## src/rtl/pwm_pkg.sv

```systemverilog
// Shared constants and helpers for the 16-channel PWM peripheral.
// Imported by the interface, the timebase and the top module.
package pwm_pkg;

    localparam int CLK_DIV_DEF = 13;
    localparam int PWM_WIDTH = 8;
    localparam int NUM_CH = 16;
    localparam logic [PWM_WIDTH-1:0] DUTY_FULL = 8'hFF;

    // Full-scale duty is a true 100% level with no dip at count 0xFF.
    function automatic logic pwm_level(
        input logic [PWM_WIDTH-1:0] count,
        input logic [PWM_WIDTH-1:0] duty
    );
        return (duty == DUTY_FULL) || (count < duty);
    endfunction

endpackage

```

## src/rtl/pwm_if.sv

```systemverilog
// Register-side inputs and pin-side outputs of the PWM peripheral.
// master drives the register file values; slave is the peripheral.
interface pwm_if;
    import pwm_pkg::*;

    logic [7:0] en_reg_out_7_0;
    logic [7:0] en_reg_out_15_8;
    logic [7:0] en_reg_pwm_7_0;
    logic [7:0] en_reg_pwm_15_8;
    logic [PWM_WIDTH-1:0] pwm_duty_cycle;
    logic [NUM_CH-1:0] out;
    logic pwm_sync;

    modport master (
        output en_reg_out_7_0,
        output en_reg_out_15_8,
        output en_reg_pwm_7_0,
        output en_reg_pwm_15_8,
        output pwm_duty_cycle,
        input  out,
        input  pwm_sync
    );

    modport slave (
        input  en_reg_out_7_0,
        input  en_reg_out_15_8,
        input  en_reg_pwm_7_0,
        input  en_reg_pwm_15_8,
        input  pwm_duty_cycle,
        output out,
        output pwm_sync
    );

endinterface

```

## src/rtl/pwm_timebase.sv

```systemverilog
// Shared PWM timebase: clock prescaler feeding an 8-bit period counter.
// period_start marks the first system clock of each 256-step period.
module pwm_timebase
    import pwm_pkg::*;
#(
    parameter int CLK_DIV = CLK_DIV_DEF
) (
    input  logic                 clk,
    input  logic                 rst_n,
    output logic [PWM_WIDTH-1:0] count,
    output logic                 tick,
    output logic                 period_start
);

    localparam logic [7:0] DIV_LAST = 8'(CLK_DIV - 1);

    logic [7:0] prescaler;

    assign tick = (prescaler == DIV_LAST);
    assign period_start = (count == '0) && (prescaler == 8'd0);

    always_ff @(posedge clk or negedge rst_n) begin
        if (!rst_n) begin
            prescaler <= 8'd0;
            count <= '0;
        end else begin
            prescaler <= tick ? 8'd0 : prescaler + 8'd1;
            if (tick) begin
                count <= count + 1'b1;
            end
        end
    end

endmodule

```

## src/rtl/pwm_peripheral.sv

```systemverilog
// 16-channel PWM output block: shadowed duty, shared compare, per-pin mux.
// All channels run from one timebase so their edges stay aligned.
module pwm_peripheral
    import pwm_pkg::*;
#(
    parameter int CLK_DIV = CLK_DIV_DEF
) (
    input logic clk,
    input logic rst_n,
    pwm_if.slave bus
);

    logic [PWM_WIDTH-1:0] count;
    logic                 period_start;
    logic                 unused_tick;
    logic [PWM_WIDTH-1:0] shadow;
    logic [PWM_WIDTH-1:0] duty_eff;
    logic                 level;
    logic [NUM_CH-1:0]    en_out;
    logic [NUM_CH-1:0]    en_pwm;
    logic [NUM_CH-1:0]    drive;

    pwm_timebase #(
        .CLK_DIV(CLK_DIV)
    ) u_timebase (
        .clk(clk),
        .rst_n(rst_n),
        .count(count),
        .tick(unused_tick),
        .period_start(period_start)
    );

    // The first step of a period already uses the duty being loaded.
    assign duty_eff = period_start ? bus.pwm_duty_cycle : shadow;
    assign level = pwm_level(count, duty_eff);

    assign en_out = {bus.en_reg_out_15_8, bus.en_reg_out_7_0};
    assign en_pwm = {bus.en_reg_pwm_15_8, bus.en_reg_pwm_7_0};
    assign drive = en_out & (~en_pwm | {NUM_CH{level}});

    always_ff @(posedge clk or negedge rst_n) begin
        if (!rst_n) begin
            shadow <= '0;
            bus.out <= '0;
            bus.pwm_sync <= 1'b0;
        end else begin
            if (period_start) begin
                shadow <= bus.pwm_duty_cycle;
            end
            bus.out <= drive;
            bus.pwm_sync <= period_start;
        end
    end

endmodule

```

## src/flat_wrapper.sv

```systemverilog
// flat-port wrapper written by rule: the top's interface ports become plain ports
module pwm_peripheral_flat import pwm_pkg::*;
#(
    parameter int CLK_DIV = CLK_DIV_DEF
)
  (clk, rst_n, bus_en_reg_out_7_0, bus_en_reg_out_15_8, bus_en_reg_pwm_7_0, bus_en_reg_pwm_15_8, bus_pwm_duty_cycle, bus_out, bus_pwm_sync);
  pwm_if bus_i ();
  input logic clk;
  input logic rst_n;
  input wire logic [$bits(bus_i.en_reg_out_7_0)-1:0] bus_en_reg_out_7_0;
  input wire logic [$bits(bus_i.en_reg_out_15_8)-1:0] bus_en_reg_out_15_8;
  input wire logic [$bits(bus_i.en_reg_pwm_7_0)-1:0] bus_en_reg_pwm_7_0;
  input wire logic [$bits(bus_i.en_reg_pwm_15_8)-1:0] bus_en_reg_pwm_15_8;
  input wire logic [$bits(bus_i.pwm_duty_cycle)-1:0] bus_pwm_duty_cycle;
  output wire logic [$bits(bus_i.out)-1:0] bus_out;
  output wire logic [$bits(bus_i.pwm_sync)-1:0] bus_pwm_sync;
  assign bus_i.en_reg_out_7_0 = bus_en_reg_out_7_0;
  assign bus_i.en_reg_out_15_8 = bus_en_reg_out_15_8;
  assign bus_i.en_reg_pwm_7_0 = bus_en_reg_pwm_7_0;
  assign bus_i.en_reg_pwm_15_8 = bus_en_reg_pwm_15_8;
  assign bus_i.pwm_duty_cycle = bus_pwm_duty_cycle;
  assign bus_out = bus_i.out;
  assign bus_pwm_sync = bus_i.pwm_sync;
  pwm_peripheral #(.CLK_DIV(CLK_DIV)) u_core (.clk(clk), .rst_n(rst_n), .bus(bus_i));
endmodule
```

## config.mk

```make
export PLATFORM = sky130hd
export DESIGN_NAME = pwm_peripheral_flat
export DESIGN_NICKNAME = d
export VERILOG_FILES = /design/src/rtl/pwm_pkg.sv /design/src/rtl/pwm_if.sv /design/src/rtl/pwm_timebase.sv /design/src/rtl/pwm_peripheral.sv /design/src/flat_wrapper.sv
export SDC_FILE = /design/constraint.sdc
export NUM_CORES = 1
export LEC_CHECK = 0
export CORE_MARGIN = 8
export CORE_UTILIZATION = 50
export DETAILED_ROUTE_END_ITERATION = 8
export PLACE_DENSITY = 0.82
export SLEW_MARGIN = 20
export SYNTH_ARGS = -nofsm -noshare
export SYNTH_HDL_FRONTEND = slang
export SYNTH_SLANG_ARGS = --single-unit
```

## constraint.sdc

```tcl
create_clock -name clk -period 5 [get_ports clk]
set_input_delay 0.75 -clock clk [delete_from_list [all_inputs] [get_ports clk]]
set_output_delay 0.75 -clock clk [all_outputs]
set_load 0.02 [all_outputs]
```

* Word level (Yosys, flattened, before mapping)
Cells that the tools add are included.
Widths: inputs -> output; s select.
** Word-level totals
- Register bits :: 41
- Input bits :: 42
- Output and inout bits :: 17
** Operators by class
- Add/sub/neg operators :: 2
- Equality and inequality tests :: 2
- Magnitude comparators :: 1
- Muxes and demuxes :: 2
- Reduce and logical (&&, ||, !) cells :: 4
- Bitwise operators :: 3
** Operators by type and width (number)
- $add 8x1->8 const B :: 2
- $and 16x16->16 :: 1
- $logic_not 8->1 :: 2
- $mux 8 :: 2
- $not 16->16 :: 1
- $or 16x16->16 :: 1
- $eq 8x4->1 const B :: 1
- $eq 8x8->1 const B :: 1
- $lt 8x8->1 :: 1
- $logic_and 1x1->1 :: 1
- $logic_or 1x1->1 :: 1

* Depth between registers and ports, before layout
Gate-level depths: netlist of run 1.
- Depth after elaboration :: 7
- Depth in mapped cells :: 14
- Mapped depth without buffers :: 12

* Cells and area by module
Synthesis of run 1 repeated with hierarchy kept, for this count alone.
** Second synthesis, totals
- Cells, all modules :: 170
- Area total of the unflattened synthesis :: 1993.2 µm²
** Modules (own cells, without submodules)
- pwm_peripheral :: instances 1, seq. area each 625.6 µm², cells each 102, area each 1203.7 µm²
- pwm_timebase :: instances 1, seq. area each 400.4 µm², cells each 68, area each 789.5 µm²

* Least setup slack after synthesis of run 1
Ideal clock, no wire load.
- Path kind :: register to register
- Start point :: register u_core.u_timebase.prescaler[0]
- End point :: register u_core.bus.out[10]
- Period minus slack after synthesis :: 3.237 ns
- Buffers on the path :: 2
- Cell stages (with the launch flop) :: 14
- Library setup time :: 0.082 ns
- Arrival :: 3.155 ns
- Setup slack :: 1.763 ns
- Path through :: dfrtp_1 -> inv_1 -> ha_1 -> or3b_2 -> nor4_4 -> buf_6 -> mux2_2 -> inv_1 -> ha_1 -> and3_1 -> a311oi_1 -> a211oi_4 -> buf_6 -> a31oi_1
** Between the ends
- Cells in the longest elaborated chain, start to end :: 7
** Ends and longest elaborated chain
- start, declared :: RTL line pwm_timebase.sv:17 : logic [7:0] prescaler;
- start signal, assigned :: RTL line pwm_timebase.sv:27 : prescaler <= tick ? 8'd0 : prescaler + 8'd1;
- $logic_not 8->1 * :: RTL line pwm_timebase.sv:20 : assign period_start = (count == '0) && (prescaler == 8'd0);
- $logic_and 1x1->1 * :: RTL line pwm_timebase.sv:20
- net u_core.period_start :: RTL line pwm_peripheral.sv:14 : logic period_start;
- $mux 8 * :: RTL line pwm_peripheral.sv:34 : assign duty_eff = period_start ? bus.pwm_duty_cycle : shadow;
- net u_core.duty_eff[5] :: RTL line pwm_peripheral.sv:17 : logic [PWM_WIDTH-1:0] duty_eff;
- $lt 8x8->1 or $eq 8x8->1 (tied branches) :: RTL line pwm_pkg.sv:15 : return (duty == DUTY_FULL) || (count < duty);
- $logic_or 1x1->1 * :: RTL line pwm_pkg.sv:15
- $or 16x16->16 * :: RTL line pwm_peripheral.sv:39 : assign drive = en_out & (~en_pwm | {NUM_CH{level}});
- $and 16x16->16 * :: RTL line pwm_peripheral.sv:39
- net u_core.drive[10] :: RTL line pwm_peripheral.sv:21 : logic [NUM_CH-1:0] drive;
- end signal, assigned :: RTL line pwm_peripheral.sv:50 : bus.out <= drive;
- end, declared :: RTL line pwm_if.sv:30 : output out,
The timed path passes the listed nets; every way through them passes the cells marked *.
A chain may end at the register's enable or synchronous reset.

* Final worst setup path of run 1
- Start point :: register u_core.u_timebase.prescaler[0]
- End point :: register u_core.bus.out[15]
** Between the ends
- Cells in the longest elaborated chain, start to end :: 7
** Ends and longest elaborated chain (RTL line)
- $logic_not 8->1 * :: pwm_timebase.sv:20
- $logic_and 1x1->1 * :: pwm_timebase.sv:20
- $mux 8 * :: pwm_peripheral.sv:34
- net u_core.duty_eff[5] :: pwm_peripheral.sv:17
- $lt 8x8->1 or $eq 8x8->1 (tied branches) :: pwm_pkg.sv:15
- $logic_or 1x1->1 * :: pwm_pkg.sv:15
- $or 16x16->16 * :: pwm_peripheral.sv:39
- $and 16x16->16 * :: pwm_peripheral.sv:39
- net u_core.drive[15] :: pwm_peripheral.sv:21
Marked as above.

==> out/qor.csv, run 1 <==
metric;value;unit
period utilisation layout;78.7;%
Hold Startpoint;u_core.u_timebase.count[2]$_DFFE_PN0N_;
Hold WS;0.517;ns
critical path required time;5.14;ns
ys async rst share;100;%
CTS tree;built;
non-filler instance count after layout;284;
GRT overflow;0;
Worst VDD drop;0.000172;V
Final setup viols;0;
Fillers;278;
Die Wd;78.5;um
Post-Synthesis Cell Area;1950;um2
FP Rows;22;
share of cells above drive strength 1;8.90;%
Layout Skew;0.00716;ns
#FFs+latches synth;41;
yosys synthesis warning count;0;
diodes inserted;0;
total CTS buffers;5;
vias in the first global route;1546;
routability congestion estimate;0.814;
Crit-path slowest cell;nor4_4;
Vias per Instance;5.15;
kind of critical path;register to register;
ys flop type;dfrtp_1;
Clock Tree Buf Depth;2;
worst slew pin tran;0.894;ns
Setup Fix Bufs, Post-CTS;0;
most frequent cells in the layout;clkdlybuf4s50_1, dfrtp_1, inv_1, a31oi_1, ha_1;
CORE AREA;3720;um2
Clock transition at path regs;0.07;ns
die area;6160;um2
maxcap violations;0;
largest net degree at the start of global routing;42;
R2R Path Start;u_core.u_timebase.prescaler[0]$_DFF_PN0_;
Hold Vio Cnt, Final;0;
WHS Path Cells;1;
Hold Path Class;register to register;
CP startpoint kind;register;
Die Y-Extent;78.5;um
drt total wl;4.19;mm
drt wl/cell;14.8;um
DRT Pass-1 Iters;4;
Root Buffer;clkbuf_8;
dpl ws;1.10;ns
Slew HR;39.9;%
GRT Total Usage;14.5;%
Max Slew Vio Count;0;
Final Util;71.8;%
fin worst setup slack;1.07;ns
# IOs;59;
Worst-Skew Late Latency;0.29;ns
WP buf/inv;2;
Tot Pwr;700;uW
Yosys cell types;33;
first-pass GRT wire length;7.05;mm
Post-Syn Instances;173;
sequential area share after synthesis;52.6;%
critical path, cell by cell;inv_1 -> ha_1 -> or3b_2 -> nor4_4 -> mux2_2 -> inv_1 -> ha_1 -> nand3_1 -> a31oi_1 -> a311oi_1 -> a211oi_4 -> a31oi_1;
worst reg-to-reg path cell count;12;
Area after DPL;2550;um2
most common cell after layout, fill and taps aside;clkdlybuf4s50_1;
status;complete, no violations;
DR iter-0 viols;78;
initial antenna violation count;0;
reg-to-reg endpoint;u_core.bus.out[15]$_DFF_PN0_;
Worst Path Max Fanout;16;
H-tree depth;2;
syn_area_per_cell;11.3;um2
Final ANT Viol Nets;0;
# port buffers;58;
drt drc;0;
Post-CTS Resized;0;
Worst Path Arrival;4.08;ns
Period minus WS final;3.93;ns
hold_buf cts;0;
unrepaired setup endpoints after global routing;no;
dpl hpwl;3.25;mm
via count;1464;
Initial Util;52.5;%
Synth-to-Final Area Change;36.8;%
hold worst-path end;u_core.u_timebase.count[2]$_DFFE_PN0N_;
Leak Pwr;1.20;nW
Reg2Reg Setup Slack;1.07;ns
nets;287;
number of flops mapped to enable cells by yosys;0;
Crit path max-delay family;simple AND/OR/NAND/NOR gates;
achievable frequency;254;MHz
setup TNS;0;ns
pwr/cell area;262;nW/um2
CP peak stage delay;0.77;ns
Setup crit end kind;register;
Final Cell Area;2670;um2
Syn Nets;225;
CTS Sinks;41;
Placed Cells;276;
metal layers:
metal	track usage, %	share of wire, %	vias up
met5	0	0	-
met4	8.70	2.4	0
met3	6.26	8.5	9
met2	21.6	46	45
met1	17.0	43	688
li1	-	-	722
kinds of logic after synthesis:
logic type	share of synthesized area, %
xor+xnor	4.49
flops	52.6
mux	4.94
simple gates	12.7
buf+inv	7.31
fa+ha+maj	6.41
compound gates	11.5
report_power, final:
part	leakage, nW	switching [mW]	internal [mW]
registers	0.497	0.00371	0.341
logic	0.640	0.0355	0.0479
clock network	0.0585	0.109	0.163
area by class of cell:
class,instances,area (um2),share of cell area (%)
multi-input combinational,100,782,29.3
clock inverter,1,30.0,1.13
sequential,41,1030,38.4
tap,48,60.1,2.25
inverter,29,109,4.08
timing repair buffer,58,576,21.6
clock buffer,7,86.3,3.23
worst max path at each step:
stage	start	endpoint	slack (ns)	cells after the start
2_1_floorplan	u_core.u_timebase.prescaler[0]$_DFF_PN0_	u_core.bus.out[10]$_DFF_PN0_	1.76	13
3_3_place_gp	u_core.u_timebase.prescaler[0]$_DFF_PN0_	u_core.bus.out[15]$_DFF_PN0_	1.24	12
3_5_place_dp	u_core.u_timebase.prescaler[0]$_DFF_PN0_	u_core.bus.out[14]$_DFF_PN0_	1.10	12
4_1_cts	u_core.u_timebase.prescaler[0]$_DFF_PN0_	u_core.bus.out[14]$_DFF_PN0_	1.06	12
5_1_grt	u_core.u_timebase.prescaler[0]$_DFF_PN0_	u_core.bus.out[14]$_DFF_PN0_	0.77	12
6_report	u_core.u_timebase.prescaler[0]$_DFF_PN0_	u_core.bus.out[15]$_DFF_PN0_	1.07	12
flip-flops by register name (all words and copies together) (netlist names):
register	flops
u_core.u_timebase.prescaler	8
u_core.u_timebase.count	8
u_core.bus.pwm_sync	1
u_core.bus.out	16
u_core.shadow	8
cells in the mapped netlist (3+ instances only):
| cell | count | area, um2 |
|---|---|---|
| nand3_1 | 4 | 20.0 |
| nand2_1 | 7 | 26.3 |
| ha_1 | 10 | 125 |
| nand2b_1 | 3 | 18.8 |
| nand4_1 | 6 | 37.5 |
| xnor2_1 | 6 | 52.6 |
| o21ai_0 | 3 | 15.0 |
| dfrtp_1 | 41 | 1030 |
| inv_1 | 29 | 109 |
| a31oi_1 | 17 | 106 |
| mux2_2 | 5 | 56.3 |
| a21oi_1 | 5 | 25.0 |
| xor2_1 | 4 | 35.0 |
| nor3_1 | 4 | 20.0 |
| mux2i_1 | 4 | 40.0 |
| nor2_1 | 6 | 22.5 |
| buf_6 | 3 | 33.8 |
Power figures use the tool's default switching activity.
==> inputs of run 2 (changes only) <==
--- a/config.mk
+++ b/config.mk
@@ -6,9 +6,9 @@
 export NUM_CORES = 1
 export LEC_CHECK = 0
 export CORE_MARGIN = 8
-export CORE_UTILIZATION = 50
+export CORE_UTILIZATION = 46
 export DETAILED_ROUTE_END_ITERATION = 8
-export PLACE_DENSITY = 0.82
+export PLACE_DENSITY = 0.77
 export SLEW_MARGIN = 20
 export SYNTH_ARGS = -nofsm -noshare
 export SYNTH_HDL_FRONTEND = slang
==> constraint.sdc (replaced) <==
create_clock -name clk -period 3.7 [get_ports clk]
set_input_delay 0.555 -clock clk [delete_from_list [all_inputs] [get_ports clk]]
set_output_delay 0.555 -clock clk [all_outputs]
set_load 0.02 [all_outputs]
==> out/qor.csv, run 2 (synthesis gave the netlist of run 1 again) <==
metric;value;unit
Hold WS;0.383;ns
Layout Skew;0.00645;ns
Vias per Instance;5.12;
dpl hpwl;3.50;mm
Die Y-Extent;81.1;um
period utilisation layout;91.9;%
drt wl/cell;15.4;um
Die Wd;81.1;um
GRT Total Usage;15.2;%
maxcap violations;0;
Synth-to-Final Area Change;38.7;%
clock network power share;35.3;%
Final ANT Viol Nets;0;
Period minus WS final;3.40;ns
nets;292;
Final setup viols;0;
drt total wl;4.47;mm
diodes inserted;0;
Hold Path Class;input port to asynchronous set/reset pin;
CP peak stage delay;0.50;ns
CTS Sinks;41;
Leak Pwr;1.22;nW
Hold Vio Cnt, Final;0;
switching power;203;uW
fin worst setup slack;0.301;ns
vias in the first global route;1634;
largest net degree at the start of global routing;42;
worst slew pin tran;0.882;ns
FP Rows;23;
critical path required time;3.91;ns
setup TNS;0;ns
max reg flops;16;
unrepaired setup endpoints after global routing;no;
Worst VDD drop;0.000242;V
drt drc;0;
kind of critical path;register to register;
internal power;695;uW
CTS tree;built;
Slew HR;41.2;%
largest reg by FF count;u_core.bus.out;
via count;1491;
Setup crit end kind;register;
hold_buf cts;0;
Worst-Skew Late Latency;0.29;ns
Multi-input gate area;782;um2
most common cell after layout, fill and taps aside;clkdlybuf4s50_1;
WP buf/inv;4;
DRT Pass-1 Iters;4;
initial antenna violation count;0;
most frequent cells in the layout;clkdlybuf4s50_1, dfrtp_1, inv_1, a31oi_1, ha_1;
achievable frequency;294;MHz
Worst Path Arrival;3.61;ns
Final Util;67.2;%
Crit-path slowest cell;or3b_2;
first-pass GRT wire length;7.60;mm
routability congestion estimate;0.801;
Area after DPL;2580;um2
Root Buffer;clkbuf_8;
Initial Util;48.4;%
Clock transition at path regs;0.08;ns
share of cells above drive strength 1;11.2;%
Worst Path Max Fanout;16;
Final Cell Area;2710;um2
pwr/cell area;332;nW/um2
H-tree depth;2;
# port buffers;58;
Net Sw Frac;22.6;%
combinational power share;12.8;%
Clock Tree Buf Depth;2;
GRT overflow;0;
Post-CTS Resized;0;
# IOs;59;
Reg power frac;52.0;%
Crit path max-delay family;simple AND/OR/NAND/NOR gates;
Max Slew Vio Count;0;
total CTS buffers;5;
dpl ws;0.155;ns
DR iter-0 viols;38;
CP startpoint kind;register;
die area;6580;um2
status;complete, no violations;
Fillers;326;
register area;1030;um2
CORE AREA;4030;um2
critical path, cell by cell;inv_1 -> ha_1 -> or3b_2 -> nor4_4 -> buf_4 -> mux2_2 -> inv_1 -> ha_1 -> nand3_1 -> a31oi_1 -> a311oi_1 -> a211oi_4 -> buf_12 -> a31oi_1;
[run 2: final cells by class]
type                            count  area share [%]
Clock buffer                        7            3.56
Clock inverter                      1           0.185
Inverter                           29            4.02
Multi-Input combinational cell    100            28.9
Sequential cell                    41            37.9
Tap cell                           50            2.31
Timing Repair Buffer               63            23.1
[run 2: per-stage QoR]
step	instances	total power, mW
after CTS	289	0.909
after detailed placement	281	0.591
after floorplan	173	0.513
final	291	0.898
after global routing	291	0.940
after global placement	281	0.589
[run 2: path summary, 6_finish.rpt]
check	from	to	slack, ns	cells past startpoint
max	u_core.u_timebase.prescaler[0]$_DFF_PN0_	u_core.bus.out[15]$_DFF_PN0_	0.30	14
max in group asynchronous	rst_n	u_core.bus.out[12]$_DFF_PN0_	2.77	1
min in group clk	u_core.u_timebase.count[7]$_DFFE_PN0N_	u_core.u_timebase.count[7]$_DFFE_PN0N_	0.52	1
min reg2reg	u_core.u_timebase.count[7]$_DFFE_PN0N_	u_core.u_timebase.count[7]$_DFFE_PN0N_	0.52	1
max reg2reg	u_core.u_timebase.prescaler[0]$_DFF_PN0_	u_core.bus.out[15]$_DFF_PN0_	0.30	14
min	rst_n	u_core.u_timebase.count[0]$_DFFE_PN0N_	0.38	1
[run 2: metal layers]
| metal | global-route usage [%] | share of wire, % | vias up |
|---|---|---|---|
| met4 | 6.25 | 2.1 | 0 |
| met1 | 17.8 | 42 | 688 |
| met3 | 10.0 | 13 | 10 |
| met5 | 0 | 0 | - |
| met2 | 21.5 | 43 | 60 |
| li1 | - | - | 733 |
[run 2: timing repair]
action,in CTS,in global routing
buffers inserted,0,2
endpoints found under the hold margin,0,0
setup endpoints to repair,0,16
[run 2: power by group through the flow]
stage / registers, mW / clock network [mW] / logic [mW]
6_report: 0.467 / 0.317 / 0.115
5_1_grt: 0.468 / 0.346 / 0.126
4_1_cts: 0.467 / 0.326 / 0.116
3_3_place_gp: 0.475 / 0 / 0.114
2_1_floorplan: 0.487 / 0 / 0.0262
3_5_place_dp: 0.476 / 0 / 0.115
